==> config.mk <==
export PLATFORM = sky130hd
export DESIGN_NAME = alu_cmd_issuer_flat
export DESIGN_NICKNAME = d
export VERILOG_FILES = /design/src/rtl/alu_cmd_issuer_if.sv /design/src/rtl/alu_cmd_issuer.sv /design/src/flat_wrapper.sv
export SDC_FILE = /design/constraint.sdc
export NUM_CORES = 1
export LEC_CHECK = 0
export ABC_CLOCK_PERIOD_IN_PS = 2400
export CAP_MARGIN = 20
export CELL_PAD_IN_SITES_DETAIL_PLACEMENT = 1
export CELL_PAD_IN_SITES_GLOBAL_PLACEMENT = 1
export CORE_MARGIN = 10
export CORE_UTILIZATION = 40
export CTS_BUF_LIST = sky130_fd_sc_hd__clkbuf_8
export CTS_CLUSTER_DIAMETER = 80
export DETAILED_ROUTE_END_ITERATION = 7
export PLACE_DENSITY_LB_ADDON = 0.1
export RECOVER_POWER = 50
export SLEW_MARGIN = 25
export SYNTH_ARGS = -nofsm -noshare
export SYNTH_HDL_FRONTEND = slang
export SYNTH_SLANG_ARGS = --single-unit
==> constraint.sdc <==
create_clock -name CLK -period 2.4 [get_ports CLK]
set_input_delay 0.36 -clock CLK [delete_from_list [all_inputs] [get_ports CLK]]
set_output_delay 0.36 -clock CLK [all_outputs]
set_load 0.02 [all_outputs]
==> src/rtl/alu_cmd_issuer_if.sv <==
// Command-side and ALU-side signal bundle for alu_cmd_issuer.
// slave = the issuer itself, master = the command source / result sink.
interface alu_cmd_issuer_if #(
    parameter int DEPTH = 4,
    parameter int TAG_W = 4
);
    localparam int LVL_W = $clog2(DEPTH + 1);

    logic             CMD_VALID;
    logic             CMD_READY;
    logic [15:0]      CMD_A;
    logic [15:0]      CMD_B;
    logic [3:0]       CMD_FUN;
    logic [TAG_W-1:0] CMD_TAG;
    logic             HALT;
    logic [15:0]      ALU_A;
    logic [15:0]      ALU_B;
    logic [3:0]       ALU_FUN;
    logic             RES_VALID;
    logic [TAG_W-1:0] RES_TAG;
    logic             RES_DIVZ;
    logic [LVL_W-1:0] CMD_LEVEL;
    logic             BUSY;

    modport slave (
        input  CMD_VALID, CMD_A, CMD_B, CMD_FUN, CMD_TAG, HALT,
        output CMD_READY, ALU_A, ALU_B, ALU_FUN, RES_VALID, RES_TAG, RES_DIVZ,
               CMD_LEVEL, BUSY
    );

    modport master (
        output CMD_VALID, CMD_A, CMD_B, CMD_FUN, CMD_TAG, HALT,
        input  CMD_READY, ALU_A, ALU_B, ALU_FUN, RES_VALID, RES_TAG, RES_DIVZ,
               CMD_LEVEL, BUSY
    );
endinterface

==> src/rtl/alu_cmd_issuer.sv <==
// Queues ALU ops and issues one per cycle into the registered ALU; result tag is 2 edges after issue-free acceptance.
// Accept stalls only when the queue is full; results have no backpressure.
module alu_cmd_issuer #(
    parameter int DEPTH = 4,
    parameter int TAG_W = 4
) (
    input logic               CLK,
    input logic               RST,
    alu_cmd_issuer_if.slave   bus
);
    localparam int PTR_W = $clog2(DEPTH);
    localparam int LVL_W = $clog2(DEPTH + 1);
    localparam logic [3:0] FUN_NOP = 4'b1111;
    localparam logic [3:0] FUN_DIV = 4'b0011;

    typedef struct packed {
        logic [15:0]      a;
        logic [15:0]      b;
        logic [3:0]       fun;
        logic [TAG_W-1:0] tag;
    } op_t;

    typedef enum logic [1:0] {IDLE, ISSUE, HOLD} state_t;

    op_t              mem [DEPTH];
    logic [PTR_W-1:0] wr_ptr, rd_ptr;
    logic [LVL_W-1:0] level;
    logic             full, push, pop, head_dz;
    op_t              head;
    state_t           state, state_nxt;
    logic             iss_v, iss_dz;
    logic [TAG_W-1:0] iss_tag;

    assign full          = (level == LVL_W'(DEPTH));
    assign bus.CMD_READY = !full && !RST;
    assign push          = bus.CMD_VALID && bus.CMD_READY;
    assign head          = mem[rd_ptr];
    assign head_dz       = (head.fun == FUN_DIV) && (head.b == 16'd0);

    always_ff @(posedge CLK) begin
        if (RST) state <= IDLE;
        else     state <= state_nxt;
    end

    always_comb begin
        state_nxt = state;
        pop       = 1'b0;
        case (state)
            IDLE: if (push) state_nxt = ISSUE;
            ISSUE: begin
                if (bus.HALT) begin
                    state_nxt = HOLD;
                end else if (level != '0) begin
                    pop = 1'b1;
                    if (level == LVL_W'(1) && !push) state_nxt = IDLE;
                end else if (!push) begin
                    state_nxt = IDLE;
                end
            end
            // A push landing on the release edge still counts as work pending.
            HOLD: if (!bus.HALT) state_nxt = (level != '0 || push) ? ISSUE : IDLE;
            default: state_nxt = IDLE;
        endcase
    end

    always_ff @(posedge CLK) begin
        if (push) mem[wr_ptr] <= '{a: bus.CMD_A, b: bus.CMD_B, fun: bus.CMD_FUN, tag: bus.CMD_TAG};
    end

    always_ff @(posedge CLK) begin
        if (RST) begin
            wr_ptr <= '0;
            rd_ptr <= '0;
            level  <= '0;
        end else begin
            if (push) wr_ptr <= wr_ptr + PTR_W'(1);
            if (pop)  rd_ptr <= rd_ptr + PTR_W'(1);
            case ({push, pop})
                2'b10:   level <= level + LVL_W'(1);
                2'b01:   level <= level - LVL_W'(1);
                default: level <= level;
            endcase
        end
    end

    always_ff @(posedge CLK) begin
        if (RST) begin
            bus.ALU_A   <= '0;
            bus.ALU_B   <= '0;
            bus.ALU_FUN <= FUN_NOP;
            iss_v       <= 1'b0;
            iss_tag     <= '0;
            iss_dz      <= 1'b0;
        end else if (pop) begin
            // Divide-by-zero is swapped for a NOP so the ALU yields 0 with flags low.
            bus.ALU_A   <= head_dz ? 16'd0 : head.a;
            bus.ALU_B   <= head_dz ? 16'd0 : head.b;
            bus.ALU_FUN <= head_dz ? FUN_NOP : head.fun;
            iss_v       <= 1'b1;
            iss_tag     <= head.tag;
            iss_dz      <= head_dz;
        end else begin
            bus.ALU_FUN <= FUN_NOP;
            iss_v       <= 1'b0;
            iss_dz      <= 1'b0;
        end
    end

    // One stage of delay matching the ALU's own output register.
    always_ff @(posedge CLK) begin
        if (RST) begin
            bus.RES_VALID <= 1'b0;
            bus.RES_TAG   <= '0;
            bus.RES_DIVZ  <= 1'b0;
        end else begin
            bus.RES_VALID <= iss_v;
            bus.RES_TAG   <= iss_tag;
            bus.RES_DIVZ  <= iss_dz;
        end
    end

    assign bus.CMD_LEVEL = level;
    assign bus.BUSY      = (level != '0) || iss_v || bus.RES_VALID;
endmodule

==> src/flat_wrapper.sv <==
// flat-port wrapper written by rule: the top's interface ports become plain ports
module alu_cmd_issuer_flat 
#(
    parameter int DEPTH = 4,
    parameter int TAG_W = 4
)
  (CLK, RST, bus_CMD_VALID, bus_CMD_A, bus_CMD_B, bus_CMD_FUN, bus_CMD_TAG, bus_HALT, bus_CMD_READY, bus_ALU_A, bus_ALU_B, bus_ALU_FUN, bus_RES_VALID, bus_RES_TAG, bus_RES_DIVZ, bus_CMD_LEVEL, bus_BUSY);
  alu_cmd_issuer_if #(.DEPTH(DEPTH), .TAG_W(TAG_W)) bus_i ();
  input logic CLK;
  input logic RST;
  input wire logic [$bits(bus_i.CMD_VALID)-1:0] bus_CMD_VALID;
  input wire logic [$bits(bus_i.CMD_A)-1:0] bus_CMD_A;
  input wire logic [$bits(bus_i.CMD_B)-1:0] bus_CMD_B;
  input wire logic [$bits(bus_i.CMD_FUN)-1:0] bus_CMD_FUN;
  input wire logic [$bits(bus_i.CMD_TAG)-1:0] bus_CMD_TAG;
  input wire logic [$bits(bus_i.HALT)-1:0] bus_HALT;
  output wire logic [$bits(bus_i.CMD_READY)-1:0] bus_CMD_READY;
  output wire logic [$bits(bus_i.ALU_A)-1:0] bus_ALU_A;
  output wire logic [$bits(bus_i.ALU_B)-1:0] bus_ALU_B;
  output wire logic [$bits(bus_i.ALU_FUN)-1:0] bus_ALU_FUN;
  output wire logic [$bits(bus_i.RES_VALID)-1:0] bus_RES_VALID;
  output wire logic [$bits(bus_i.RES_TAG)-1:0] bus_RES_TAG;
  output wire logic [$bits(bus_i.RES_DIVZ)-1:0] bus_RES_DIVZ;
  output wire logic [$bits(bus_i.CMD_LEVEL)-1:0] bus_CMD_LEVEL;
  output wire logic [$bits(bus_i.BUSY)-1:0] bus_BUSY;
  assign bus_i.CMD_VALID = bus_CMD_VALID;
  assign bus_i.CMD_A = bus_CMD_A;
  assign bus_i.CMD_B = bus_CMD_B;
  assign bus_i.CMD_FUN = bus_CMD_FUN;
  assign bus_i.CMD_TAG = bus_CMD_TAG;
  assign bus_i.HALT = bus_HALT;
  assign bus_CMD_READY = bus_i.CMD_READY;
  assign bus_ALU_A = bus_i.ALU_A;
  assign bus_ALU_B = bus_i.ALU_B;
  assign bus_ALU_FUN = bus_i.ALU_FUN;
  assign bus_RES_VALID = bus_i.RES_VALID;
  assign bus_RES_TAG = bus_i.RES_TAG;
  assign bus_RES_DIVZ = bus_i.RES_DIVZ;
  assign bus_CMD_LEVEL = bus_i.CMD_LEVEL;
  assign bus_BUSY = bus_i.BUSY;
  alu_cmd_issuer #(.DEPTH(DEPTH), .TAG_W(TAG_W)) u_core (.CLK(CLK), .RST(RST), .bus(bus_i));
endmodule
## Yosys cells after proc, flatten, opt, wreduce, memory -nomap -nowiden

Memory sizes are Yosys's and may differ from the RTL's. A register that Yosys moved wholly into a read port is not among the register bits.
Index checks and enable logic that the tools add are counted.

| word-level totals | value |
|---|---|
| bits in registers | 57 |
| RAM bits | 160 |
| input port bits | 44 |
| output and inout port bits | 47 |
| logic and storage cells | 66 |
| memories kept | 1 |

Memories:

| name | depth | bits a word | rd ports | clocked after memory_dff | write ports | line | source |
|---|---|---|---|---|---|---|---|
| u_core.mem | 4 | 40 | 1 | 1 | 1 | alu_cmd_issuer.sv:25 | `op_t mem [DEPTH];` |

| cells by class | value |
|---|---|
| add/subtract/negate cells | 4 |
| equal/unequal tests | 11 |
| muxes and demuxes | 19 |
| bitwise operators | 1 |
| reductions and logical operators | 17 |

Operators by type and width:

| operator | count |
|---|---|
| two-way mux 16 bit | 2 |
| logical NOT 16 bit | 1 |
| two-way mux 2 bit | 8 |
| inequality test 4 bit (second input constant) | 2 |
| two-way mux 1 bit | 7 |
| one-hot mux 2 bit (3 select lines) | 1 |
| one-hot mux 3 bit (2 select lines) | 1 |
| adder 2 x 1 -> 2 bit (second input constant) | 2 |
| == test 2 x 1 -> 1 bit (second input constant) | 2 |
| == test 2 bit (second input constant) | 2 |
| == test 4 x 2 -> 1 bit (second input constant) | 1 |
| logical AND 1 bit | 4 |
| AND reduction 4 bit | 1 |
| adder 3 x 1 -> 3 bit (second input constant) | 1 |
| == test 3 x 1 -> 1 bit (second input constant) | 1 |
| == test 3 bit (second input constant) | 1 |
| logical NOT 1 bit | 3 |
| logical OR 1 bit | 3 |
| nonzero test 3 bit | 1 |
| OR reduction 3 bit | 1 |
| subtractor 3 x 1 -> 3 bit (second input constant) | 1 |
| logical NOT 2 bit | 1 |
| inequality test 2 x 1 -> 1 bit (second input constant) | 1 |
| inequality test 2 bit (second input constant) | 1 |
| 3 further kinds | 3 |

## Logic depth before layout (Yosys ltp)

Gate-level depths: netlist (run 1).

| logic depth | value |
|---|---|
| depth after elaboration | 10 |
| mapped depth | 10 |
| mapped depth without buffers | 9 |

## Worst setup path after synthesis (run 1)

No wires, ideal clock.

| timing | value |
|---|---|
| kind | register to register |
| start point | reg u_core.level[0] (netlist: u_core.bus.CMD_LEVEL[0]) |
| end point | mem u_core.mem[0][0] (netlist name), enable pin |
| setup time | 401 ps |
| data arrival time | 2416 ps |
| required time | 1999 ps |
| path slack | -418 ps |
| cell stages (with the launch flop) | 5 |
| buffers on the path | 0 |
| period minus slack after synthesis | 2818 ps |
| cell sequence | dfxtp_1 > inv_1 > ha_1 > a21oi_1 > and3_1 |

| on the way | value |
|---|---|
| word-level cells in the longest chain between the ends | 6 |

RTL lines:

| item | line | source |
|---|---|---|
| start: declaration | alu_cmd_issuer.sv:27 | `logic [LVL_W-1:0] level;` |
| start signal: assignment | alu_cmd_issuer.sv:79 | `2'b10: level <= level + LVL_W'(1);` |
| start signal: assignment | alu_cmd_issuer.sv:80 | `2'b01: level <= level - LVL_W'(1);` |
| start signal: assignment | alu_cmd_issuer.sv:81 | `default: level <= level;` |
| == test 3 bit | alu_cmd_issuer.sv:34 | `assign full = (level == LVL_W'(DEPTH));` |
| logical NOT 1 bit | alu_cmd_issuer.sv:35 | `assign bus.CMD_READY = !full && !RST;` |
| logical AND 1 bit | alu_cmd_issuer.sv:35 |  |
| via bus_CMD_READY | flat_wrapper.sv:17 | `output wire logic [$bits(bus_i.CMD_READY)-1:0] bus_CMD_READY;` |
| logical AND 1 bit | alu_cmd_issuer.sv:36 | `assign push = bus.CMD_VALID && bus.CMD_READY;` |
| two-way mux 1 bit | alu_cmd_issuer.sv:67 | `if (push) mem[wr_ptr] <= '{a: bus.CMD_A, b: bus.CMD_B, fun: bus.CMD_FUN, tag: bus.CMD_TAG};` |
| two-way mux 1 bit (not written as such) | alu_cmd_issuer.sv:67 |  |
| end: declaration | alu_cmd_issuer.sv:25 |  |

The timed path passes the listed nets, and every way through them passes these cells.

==> summary.txt, run 1 <==
WP buf/inv = 4
die width = 165 um
fin. max-slew vios = 0
post-synthesis cell type count = 40
Initial Util = 41.0%
Slowest-stage cell, CP = mux4_2
clk_skew = 0.0147 ns
drt pass-1 iters = 4
hold endpoint = u_core.bus.CMD_LEVEL[0]$_SDFFE_PP0P_
Ports = 91
WP data arrival = 2.73 ns
slew margin rel. = 53.7%
register bit total from synthesis = 219
hpwl dp = 12.3 mm
Max Cap Viol = 0
RSZ-0062 raised after global routing = yes
# DRC = 0
Syn Nets = 542
Clock Tree Buf Depth = 3
Post-synth EDFFs = 160
number of global-route vias before repair = 5255
Hold WS = 0.446 ns
Fmax = 431 MHz
Tot Pwr = 7.76 mW
Die ar. = 27100 um^2
Cells on Worst Hold Path = 3
root buffer selected by CTS = clkbuf_8
Worst Setup Path Type = flip-flop to flip-flop
Nets = 668
worst r2r path cells = 8
crit path time final = 2.32 ns
asr flop ratio synth = 0%
FILL cells = 1995
area delta synth->final = 24.6%
Worst Path Required = 2.81 ns
first-pass GRT wire length = 29.9 mm
Crit Path Max Fanout = 18
final WL = 19.1 mm
CTS sink count = 219
global route overflow = 0
Num CTS Buffers = 39
Cell Rows = 52
status = complete, no violations
Hold Crit Class = input port to flip-flop
cell family with most CP delay = buffers and inverters
pin count of the biggest net entering global routing = 54
via count = 4669
DR WL/cell = 20.9 um
layout cells sized above 1 = 22.8%
Die Ht = 165 um
H-tree depth = 2
final hold violation count = 0
Core Footprint = 20400 um^2
I/O Buffers = 90
Hold Startpoint = RST
Syn. warnings = 0
Diodes inserted = 0
register area share after synthesis = 71.5%
Worst R2R Setup Slack = 0.08 ns
clk slew on worst S/H paths = 0.06 ns
VDD IR max = 0.455 mV
total track usage = 14.3%
leakage power = 3.50 nW
Startpoint Class = flip-flop
antenna violations before repair = 0
final setup vio count = 0
Crit Reg-Reg Endpoint = u_core.bus.ALU_FUN[3]$_SDFF_PP1_
clk_lat worst skew = 0.53 ns
critical-path cell list = clkbuf_16, buf_4, mux4_2, nor4b_1, buf_4, and3b_1, buf_12, a211o_1
vias per inst = 5.10
Post-Synthesis Cells = 489
ANT nets after route = 0
Seq. cell area = 5990 um^2
drt initial violations = 264
synthesized area = 8370 um^2
synthesized area per cell = 17.1 um^2
setup TNS = 0 ns
CTS tree = built
Final Cycle Share = 96.7%
Pwr Density = 745 nW/um^2
max incr delay on CP = 0.54 ns
GPL Wtd Cong = 0.700
worst slew pin tran = 0.695 ns
multi-input logic area = 2180 um^2
CP dominant cell by count = buf_4
critical path endpoint category = flip-flop
top_reg_cell synth = edfxtp_1
==> cell usage in the layout, fill, tap and decap left out, types with 9 or more instances in the layout <==
master	instances
edfxtp_1	160
dlygate4sd3_1	48
nand3b_1	16
dfxtp_1	55
o211ai_1	12
clkdlybuf4s50_1	39
nand2_1	59
clkbuf_8	42
a21oi_1	25
ha_1	9
buf_4	11
mux4_2	39
o211ai_2	20
inv_1	19
==> worst reg2reg max path, stage by stage (launching register included) <==
cell       delay, ns
dfxtp_4         0.41
clkbuf_16       0.19
buf_4           0.11
mux4_2          0.54
nor4b_1         0.18
buf_4           0.14
and3b_1         0.18
buf_12          0.16
a211o_1         0.30
==> per-layer routing <==
layer	track usage [%]	up-vias	wire length [um]
met1	18.7	2373	8570
met3	3.78	23	1200
met5	0	-	0
met4	4.11	0	246
met2	22.9	122	9110
li1	-	2151	-
==> registers in the layout, indices dropped and copies added (netlist names), 2 cells and up, named ones only <==
register              cells
u_core.mem              160
u_core.bus.ALU_A         16
u_core.bus.ALU_B         16
u_core.bus.ALU_FUN        4
u_core.bus.RES_TAG        4
u_core.iss_tag            4
u_core.bus.CMD_LEVEL      3
u_core.rd_ptr             2
u_core.state              2
u_core.wr_ptr             2
==> worst max-delay path by stage <==
stage	from	to	slack, ns	cells after the start
floorplan	u_core.bus.CMD_LEVEL[0]$_SDFFE_PP0P_	u_core.bus.CMD_LEVEL[2]$_SDFFE_PP0P_	0.04	9
global placement	bus_HALT	u_core.bus.CMD_LEVEL[2]$_SDFFE_PP0P_	0.07	6
detailed placement	flip-flop	u_core.iss_dz$_SDFF_PP0_	0.02	6
CTS	flip-flop	u_core.iss_dz$_SDFF_PP0_	0.005	6
global route	flip-flop	u_core.bus.ALU_A[11]$_SDFFE_PP0P_	-0.005	6
finish	flip-flop	u_core.bus.ALU_FUN[3]$_SDFF_PP1_	0.08	8
==> stage by stage <==
stage               cells  area, um^2  utilization [%]  worst slack [ns]
finish                915       10400             51.0            0.0799
floorplan             489        8380                -            0.0442
detailed placement    841        9710             47.5            0.0185
global route          915       10400             51.0          -0.00451
global placement      841        9710             47.5            0.0713
CTS                   912       10400             51.0           0.00532
==> power by group <==
part           total (mW)  leakage [nW]  switching, mW  internal [mW]
sequential           4.20          1.93         0.0341           4.16
combinational       0.435          1.15          0.243          0.193
clock                3.13         0.419           1.49           1.64
total                7.76          3.50           1.77           5.99
==> Yosys cell counts (5+ instances only) <==
cell / number / area, um^2
edfxtp_1: 160 / 4800
dfxtp_1: 59 / 1180
nand2_1: 59 / 221
mux4_2: 39 / 878
a21oi_1: 26 / 130
o211ai_2: 20 / 250
nand3b_1: 16 / 120
clkbuf_1: 14 / 52.6
o211ai_1: 12 / 90.1
ha_1: 9 / 113
nor2_1: 8 / 30.0
inv_1: 7 / 26.3
nor2b_1: 7 / 43.8
nand2b_1: 5 / 31.3
==> area by class of cell <==
class | count | area share, %
Clock buffer | 42 | 5.54
Clock inverter | 29 | 1.34
Inverter | 8 | 0.288
Multi-Input combinational cell | 232 | 20.9
Sequential cell | 219 | 57.5
Tap cell | 270 | 3.24
Timing Repair Buffer | 115 | 11.2
==> cell families after synthesis <==
kind of cell,after synthesis,share of synthesized area [%]
xor+xnor,5,0.523
flops,219,71.5
compound gates,66,6.32
simple gates,111,6.76
fa+ha+maj,9,1.35
mux,41,10.9
buf+inv,38,2.63
==> what timing repair did <==
action,in CTS,in global routing
setup buffers,0,2
hold buffers,0,0
gates resized for setup,2,6
hold endpoints to repair,0,0
cloned,0,1
endpoints found under the setup margin,2,20
(Power assumes the default switching activity.)
==> inputs of run 2 (changes only) <==
Settings changed: GPL_TIMING_DRIVEN set to 0.
==> run 2 against run 1 <==
- die area did not move
- combinational power up 6.4%
- setup slack worse by 0.044 ns
- hold slack worse by 0.045 ns
- clock power hardly changed
==> summary.txt, run 2 (synthesis gave the netlist of run 1 again) <==
via count = 4804 (was 4669)
leakage power = 3.63 nW (was 3.50 nW)
total track usage = 14.5% (was 14.3%)
Seq. cell area = 5990 um^2 (unchanged)
sequential share of power = 53.8% (was 54.0%)
Num CTS Buffers = 37 (was 39)
P_sw = 1.70 mW (was 1.77 mW)
vias per inst = 5.18 (was 5.10)
WL met2 = 9.36 mm (was 9.11 mm)
most frequent cells in the layout = edfxtp_1, dlygate4sd3_1, nand2_1 (was edfxtp_1, nand2_1, dfxtp_1)
Clock Power Share = 40.3% (about the same)
hold buffer count at cts = 0 (unchanged)
layout cells sized above 1 = 24.2% (was 22.8%)
multi-input logic area = 2250 um^2 (was 2180 um^2)
met1 WL = 8.85 mm (was 8.57 mm)
Ports = 91 (unchanged)
hold endpoint = u_core.bus.ALU_A[8]$_SDFFE_PP0P_ (was u_core.bus.CMD_LEVEL[0]$_SDFFE_PP0P_)
placed inst area = 9630 um^2 (was 9710 um^2)
number of global-route vias before repair = 5286 (was 5255)
CTS sink count = 219 (unchanged)
H-tree depth = 2 (unchanged)
drt initial violations = 193 (was 264)
area delta synth->final = 27.0% (was 24.6%)
number of flip-flops in the largest register = 160 (unchanged)
Cell Rows = 52 (unchanged)
Internal Power = 6.10 mW (was 5.99 mW)
I/O Buffers = 89 (was 90)
crit path time final = 2.36 ns (was 2.32 ns)
clk_lat worst skew = 0.52 ns (was 0.53 ns)
Crit Path Max Fanout = 7 (was 18)
Net Sw Frac = 21.8% (was 22.8%)
drt pass-1 iters = 4 (unchanged)
Fmax = 423 MHz (was 431 MHz)
Worst Path Required = 2.79 ns (was 2.81 ns)
Worst R2R Setup Slack = 0.04 ns (was 0.08 ns)
Clock Tree Buf Depth = 3 (unchanged)
clk_skew = 0.0313 ns (was 0.0147 ns)
global route overflow = 0 (unchanged)
commonest non-fill, non-tap cell in the layout = edfxtp_1 (unchanged)
GPL Wtd Cong = 0.745 (was 0.700)
final WL = 19.7 mm (was 19.1 mm)
Crit Reg-Reg Endpoint = u_core.bus.ALU_A[13]$_SDFFE_PP0P_ (was u_core.bus.ALU_FUN[3]$_SDFF_PP1_)
RSZ-0062 raised after global routing = yes (unchanged)
Comb power frac = 5.9% (was 5.6%)
Startpoint Class = flip-flop (unchanged)
final hold violation count = 0 (unchanged)
FILL cells = 1976 (was 1995)
antenna violations before repair = 0 (unchanged)
first-pass GRT wire length = 30.0 mm (was 29.9 mm)
Pwr Density = 734 nW/um^2 (was 745 nW/um^2)
final setup vio count = 0 (unchanged)
Hold Startpoint = RST (unchanged)
Nets = 685 (was 668)
WP data arrival = 2.75 ns (was 2.73 ns)
status = complete, no violations (unchanged)
clk slew on worst S/H paths = 0.06 ns (about the same)
Diodes inserted = 0 (unchanged)
pin count of the biggest net entering global routing = 41 (was 54)
DR WL/cell = 21.3 um (was 20.9 um)
Cells on Worst Hold Path = 3 (unchanged)
Initial Util = 41.0% (unchanged)
Core Footprint = 20400 um^2 (unchanged)
Hold WS = 0.400 ns (was 0.446 ns)
Final Cycle Share = 98.5% (was 96.7%)
top flop regs = u_core.mem: 160 flops, u_core.bus.ALU_A: 16 flops, u_core.bus.ALU_B: 16 flops (unchanged)
Worst Setup Path Type = flip-flop to flip-flop (unchanged)
met3 routed wirelength = 1.16 mm (was 1.20 mm)
Top reg by flops = u_core.mem (unchanged)
highest metal used = met4 (unchanged)
# DRC = 0 (unchanged)
Hold Crit Class = input port to flip-flop (unchanged)
Max Cap Viol = 0 (unchanged)
slew margin rel. = 50.5% (was 53.7%)
hpwl dp = 12.8 mm (was 12.3 mm)
root buffer selected by CTS = clkbuf_8 (unchanged)
Die Ht = 165 um (unchanged)
CTS tree = built (unchanged)
fin. max-slew vios = 0 (unchanged)
die width = 165 um (unchanged)
ANT nets after route = 0 (unchanged)
worst slew pin tran = 0.743 ns (was 0.695 ns)
worst r2r path cells = 7 (was 8)
final instance area = 10600 um^2 (was 10400 um^2)
VDD IR max = 0.468 mV (was 0.455 mV)
Die ar. = 27100 um^2 (unchanged)
critical path endpoint category = flip-flop (unchanged)
run 2: changes by cell type in the layout (fill, tap and decap cells not counted), moves of 3 or more:
cell / previous run / this run
clkbuf_1: 2 / 11
clkinv_2: 7 / 3
buf_8: 0 / 3
and3_4: 0 / 4
clkbuf_4: 4 / 0
buf_6: 3 / 8
clkdlybuf4s50_1: 39 / 17
buf_2: 0 / 5
dlygate4sd3_1: 48 / 70
and3_2: 4 / 0
run 2: worst max path at each step:
stage	start	endpoint	slack [ns]
after floorplan	u_core.bus.CMD_LEVEL[0]$_SDFFE_PP0P_	u_core.bus.CMD_LEVEL[2]$_SDFFE_PP0P_	0.04
after global placement	flip-flop	u_core.bus.ALU_A[7]$_SDFFE_PP0P_	-0.74
after detailed placement	flip-flop	u_core.bus.ALU_A[5]$_SDFFE_PP0P_	-0.78
after CTS	flip-flop	u_core.bus.ALU_A[5]$_SDFFE_PP0P_	0.003
after global routing	flip-flop	u_core.bus.ALU_A[13]$_SDFFE_PP0P_	-0.04
final	flip-flop	u_core.bus.ALU_A[13]$_SDFFE_PP0P_	0.04
run 2: layout make-up:
cell class              count  share of cell area [%]
inverters                   8                   0.330
flip-flops and latches    219                    56.4
multi-input cells         232                    21.2
repair buffers            106                    10.1
plain buffers              28                    2.17
well taps                 270                    3.18
clock buffers              43                    5.57
clock inverters            21                    1.06
run 2: what timing repair did:
item | 4_1_cts | 5_1_grt
pin swaps | 6 | 21
gates resized for setup | 34 | 16
setup buffers | 10 | 5
endpoints found under the hold margin | 0 | 0
endpoints found under the setup margin | 39 | 22
gates cloned | 1 | 1
run 2: layer usage:
metal / track usage (%) / up-vias
met5: 0 / -
met4: 4.55 / 0
met3: 3.83 / 28
met2: 23.4 / 122
met1: 18.8 / 2474
li1: - / 2180
run 2: metrics by stage:
stage	std cells	setup TNS (ns)	power, mW	utilization (%)	setup WS, ns
finish	927	0	7.80	52.0	0.0359
global route	927	-0.448	8.12	52.0	-0.0408
CTS	922	0	7.92	51.6	0.00281
detailed placement	848	-16.18	4.73	47.1	-0.775
global placement	848	-15.02	4.71	47.1	-0.742
floorplan	489	0	4.49	-	0.0442
run 2: worst max-delay path: stages (launching register included):
cell and delay, ns:
dfxtp_2 0.32, buf_6 0.14, buf_16 0.13, mux4_2 0.51, or4_4 0.64, buf_6 0.16
o211ai_1 0.19, o211ai_1 0.13
run 2: power groups by stage:
stage	combinational [mW]	sequential, mW	clock (mW)
floorplan	0.208	4.28	0
global placement	0.441	4.27	0
detailed placement	0.458	4.28	0
CTS	0.479	4.20	3.25
global route	0.504	4.20	3.42
finish	0.463	4.19	3.15
==> inputs of run 3 (changes only) <==
Settings changed: CTS_BUF_LIST sky130_fd_sc_hd__clkbuf_8 to not set, SLEW_MARGIN 25 to 10.
==> run 3 against run 2 <==
- critical path depth rose by 1
- critical endpoint is now u_core.bus.ALU_A[6]$_SDFFE_PP0P_
- via count down 3.1%
- flip-flop and latch count unchanged
- combinational power is 2% higher
- largest power group unchanged
- maximum frequency is 0.66% lower
- register-to-register slack lost 0.02 ns
- critical path type unchanged
- cell area up 0.38%
- power is 0.44% lower
- final cell count is 2.0% lower
- global-route usage rose by 0.17 points
==> summary.txt, run 3 (synthesis gave the netlist of run 1 again) <==
Die Ht = 165 um (unchanged)
Seq. cell area = 5990 um^2 (unchanged)
total track usage = 14.7% (was 14.5%)
non-filler cells in the finished layout = 908 (was 927)
Cells on Worst Hold Path = 3 (unchanged)
Crit Reg-Reg Endpoint = u_core.bus.ALU_A[6]$_SDFFE_PP0P_ (was u_core.bus.ALU_A[13]$_SDFFE_PP0P_)
worst r2r path cells = 8 (was 7)
highest metal used = met4 (unchanged)
GPL Wtd Cong = 0.745 (unchanged)
crit path time final = 2.38 ns (was 2.36 ns)
multi-input logic area = 2240 um^2 (was 2250 um^2)
final hold violation count = 0 (unchanged)
CTS sink count = 219 (unchanged)
area delta synth->final = 27.4% (was 27.0%)
most frequent cells in the layout = edfxtp_1, dlygate4sd3_1, nand2_1 (unchanged)
Hold Crit Class = input port to flip-flop (unchanged)
top flop regs = u_core.mem: 160 flops, u_core.bus.ALU_A: 16 flops, u_core.bus.ALU_B: 16 flops (unchanged)
leakage power = 3.58 nW (was 3.63 nW)
FILL cells = 1984 (was 1976)
fin. max-slew vios = 0 (unchanged)
ANT nets after route = 0 (unchanged)
Worst R2R Setup Slack = 0.02 ns (was 0.04 ns)
Final Cycle Share = 99.2% (was 98.5%)
hold endpoint = u_core.bus.ALU_A[8]$_SDFFE_PP0P_ (unchanged)
DR WL/cell = 21.8 um (was 21.3 um)
Startpoint Class = flip-flop (unchanged)
Top reg by flops = u_core.mem (unchanged)
Fmax = 420 MHz (was 423 MHz)
post-route core utilization = 52.2% (was 52.0%)
VDD IR max = 0.494 mV (was 0.468 mV)
number of flip-flops in the largest register = 160 (unchanged)
Hold WS = 0.431 ns (was 0.400 ns)
WP data arrival = 2.76 ns (was 2.75 ns)
vias per inst = 5.13 (was 5.18)
number of global-route vias before repair = 5235 (was 5286)
final instance area = 10700 um^2 (was 10600 um^2)
die width = 165 um (unchanged)
Worst Path Required = 2.78 ns (was 2.79 ns)
Hold Startpoint = RST (unchanged)
RSZ-0062 raised after global routing = yes (unchanged)
clk slew on worst S/H paths = 0.06 ns (about the same)
status = complete, no violations (unchanged)
WL met2 = 9.52 mm (was 9.36 mm)
Ports = 91 (unchanged)
root buffer selected by CTS = clkbuf_16 (was clkbuf_8)
Clock Tree Buf Depth = 3 (unchanged)
hpwl dp = 13.3 mm (was 12.8 mm)
critical path endpoint category = flip-flop (unchanged)
Max Cap Viol = 0 (unchanged)
Initial Util = 41.0% (unchanged)
met3 routed wirelength = 1.02 mm (was 1.16 mm)
Pwr Density = 728 nW/um^2 (was 734 nW/um^2)
# DRC = 0 (unchanged)
pin count of the biggest net entering global routing = 26 (was 41)
clk_lat worst skew = 0.50 ns (was 0.52 ns)
CTS tree = built (unchanged)
H-tree depth = 1 (was 2)
hold buffer count at cts = 0 (unchanged)
Core Footprint = 20400 um^2 (unchanged)
worst slew pin tran = 0.735 ns (was 0.743 ns)
Crit Path Max Fanout = 8 (was 7)
antenna violations before repair = 0 (unchanged)
met1 WL = 9.07 mm (was 8.85 mm)
Post-Place Cells = 852 (was 848)
via count = 4654 (was 4804)
clk_skew = 0.00788 ns (was 0.0313 ns)
final WL = 19.8 mm (was 19.7 mm)
Cell Rows = 52 (unchanged)
commonest non-fill, non-tap cell in the layout = edfxtp_1 (unchanged)
slew margin rel. = 51.0% (was 50.5%)
global route overflow = 0 (unchanged)
I/O Buffers = 89 (unchanged)
Worst Setup Path Type = flip-flop to flip-flop (unchanged)
placed inst area = 9690 um^2 (was 9630 um^2)
drt pass-1 iters = 4 (unchanged)
final setup vio count = 0 (unchanged)
Diodes inserted = 0 (unchanged)
drt initial violations = 205 (was 193)
first-pass GRT wire length = 30.5 mm (was 30.0 mm)
Num CTS Buffers = 23 (was 37)
Die ar. = 27100 um^2 (unchanged)
Nets = 675 (was 685)
layout cells sized above 1 = 22.6% (was 24.2%)
[run 3: cell types whose count changed in the layout (fill, tap and decap cells not counted), moves of 3 or more]
cell | previous run | this run
inv_1 | 19 | 6
clkbuf_8 | 43 | 0
buf_12 | 4 | 10
clkbuf_16 | 1 | 24
and3_2 | 0 | 4
clkinv_1 | 4 | 10
clkbuf_1 | 11 | 14
and3_4 | 4 | 0
[run 3: timing repair]
action | CTS | global route
resized for setup | 40 | 14
setup buffers | 11 | 4
pin swaps | 15 | 18
cloned | 2 | 1
endpoints found under the setup margin | 39 | 28
[run 3: layer usage]
| layer | up-vias | track usage (%) |
|---|---|---|
| li1 | 2159 | - |
| met1 | 2381 | 19.3 |
| met2 | 93 | 24.6 |
| met3 | 21 | 3.14 |
| met4 | 0 | 3.10 |
| met5 | - | 0 |
[run 3: final cells by class]
type	instances	share of cell area, %
clock inverter	15	0.622
multi-input combinational	232	21.0
buffer	28	2.23
sequential	219	56.2
inverter	8	0.364
tap	270	3.17
timing repair buffer	110	11.0
clock buffer	26	5.50
[run 3: power by group]
part | internal (mW) | switching [mW]
combinational | 0.212 | 0.258
sequential | 4.16 | 0.0334
clock | 1.74 | 1.36
[run 3: how the worst max path moves through the flow]
stage | start | end | slack [ns]
after global routing | flip-flop | u_core.bus.ALU_A[10]$_SDFFE_PP0P_ | -0.09
after CTS | flip-flop | u_core.bus.ALU_A[7]$_SDFFE_PP0P_ | -0.03
after global placement | flip-flop | u_core.bus.ALU_A[7]$_SDFFE_PP0P_ | -0.74
after detailed placement | flip-flop | u_core.bus.ALU_A[5]$_SDFFE_PP0P_ | -0.80
after floorplan | u_core.bus.CMD_LEVEL[0]$_SDFFE_PP0P_ | u_core.bus.CMD_LEVEL[2]$_SDFFE_PP0P_ | 0.04
final | flip-flop | u_core.bus.ALU_A[6]$_SDFFE_PP0P_ | 0.02
[run 3: metrics by stage]
| step | power, mW | setup slack, ns | setup TNS, ns |
|---|---|---|---|
| after global placement | 4.71 | -0.742 | -15.02 |
| final | 7.77 | 0.0202 | 0 |
| after detailed placement | 4.74 | -0.797 | -16.68 |
| after CTS | 7.87 | -0.0314 | -0.131 |
| after global routing | 8.07 | -0.0909 | -1.01 |
| after floorplan | 4.49 | 0.0442 | 0 |
[run 3: worst max-delay path: stages, from the launching register on]
cell       delay (ns)
dfxtp_2          0.32
buf_6            0.12
buf_4            0.13
mux4_2           0.53
or4b_4           0.55
and3b_1          0.24
buf_6            0.16
clkbuf_16        0.16
o211ai_2         0.07
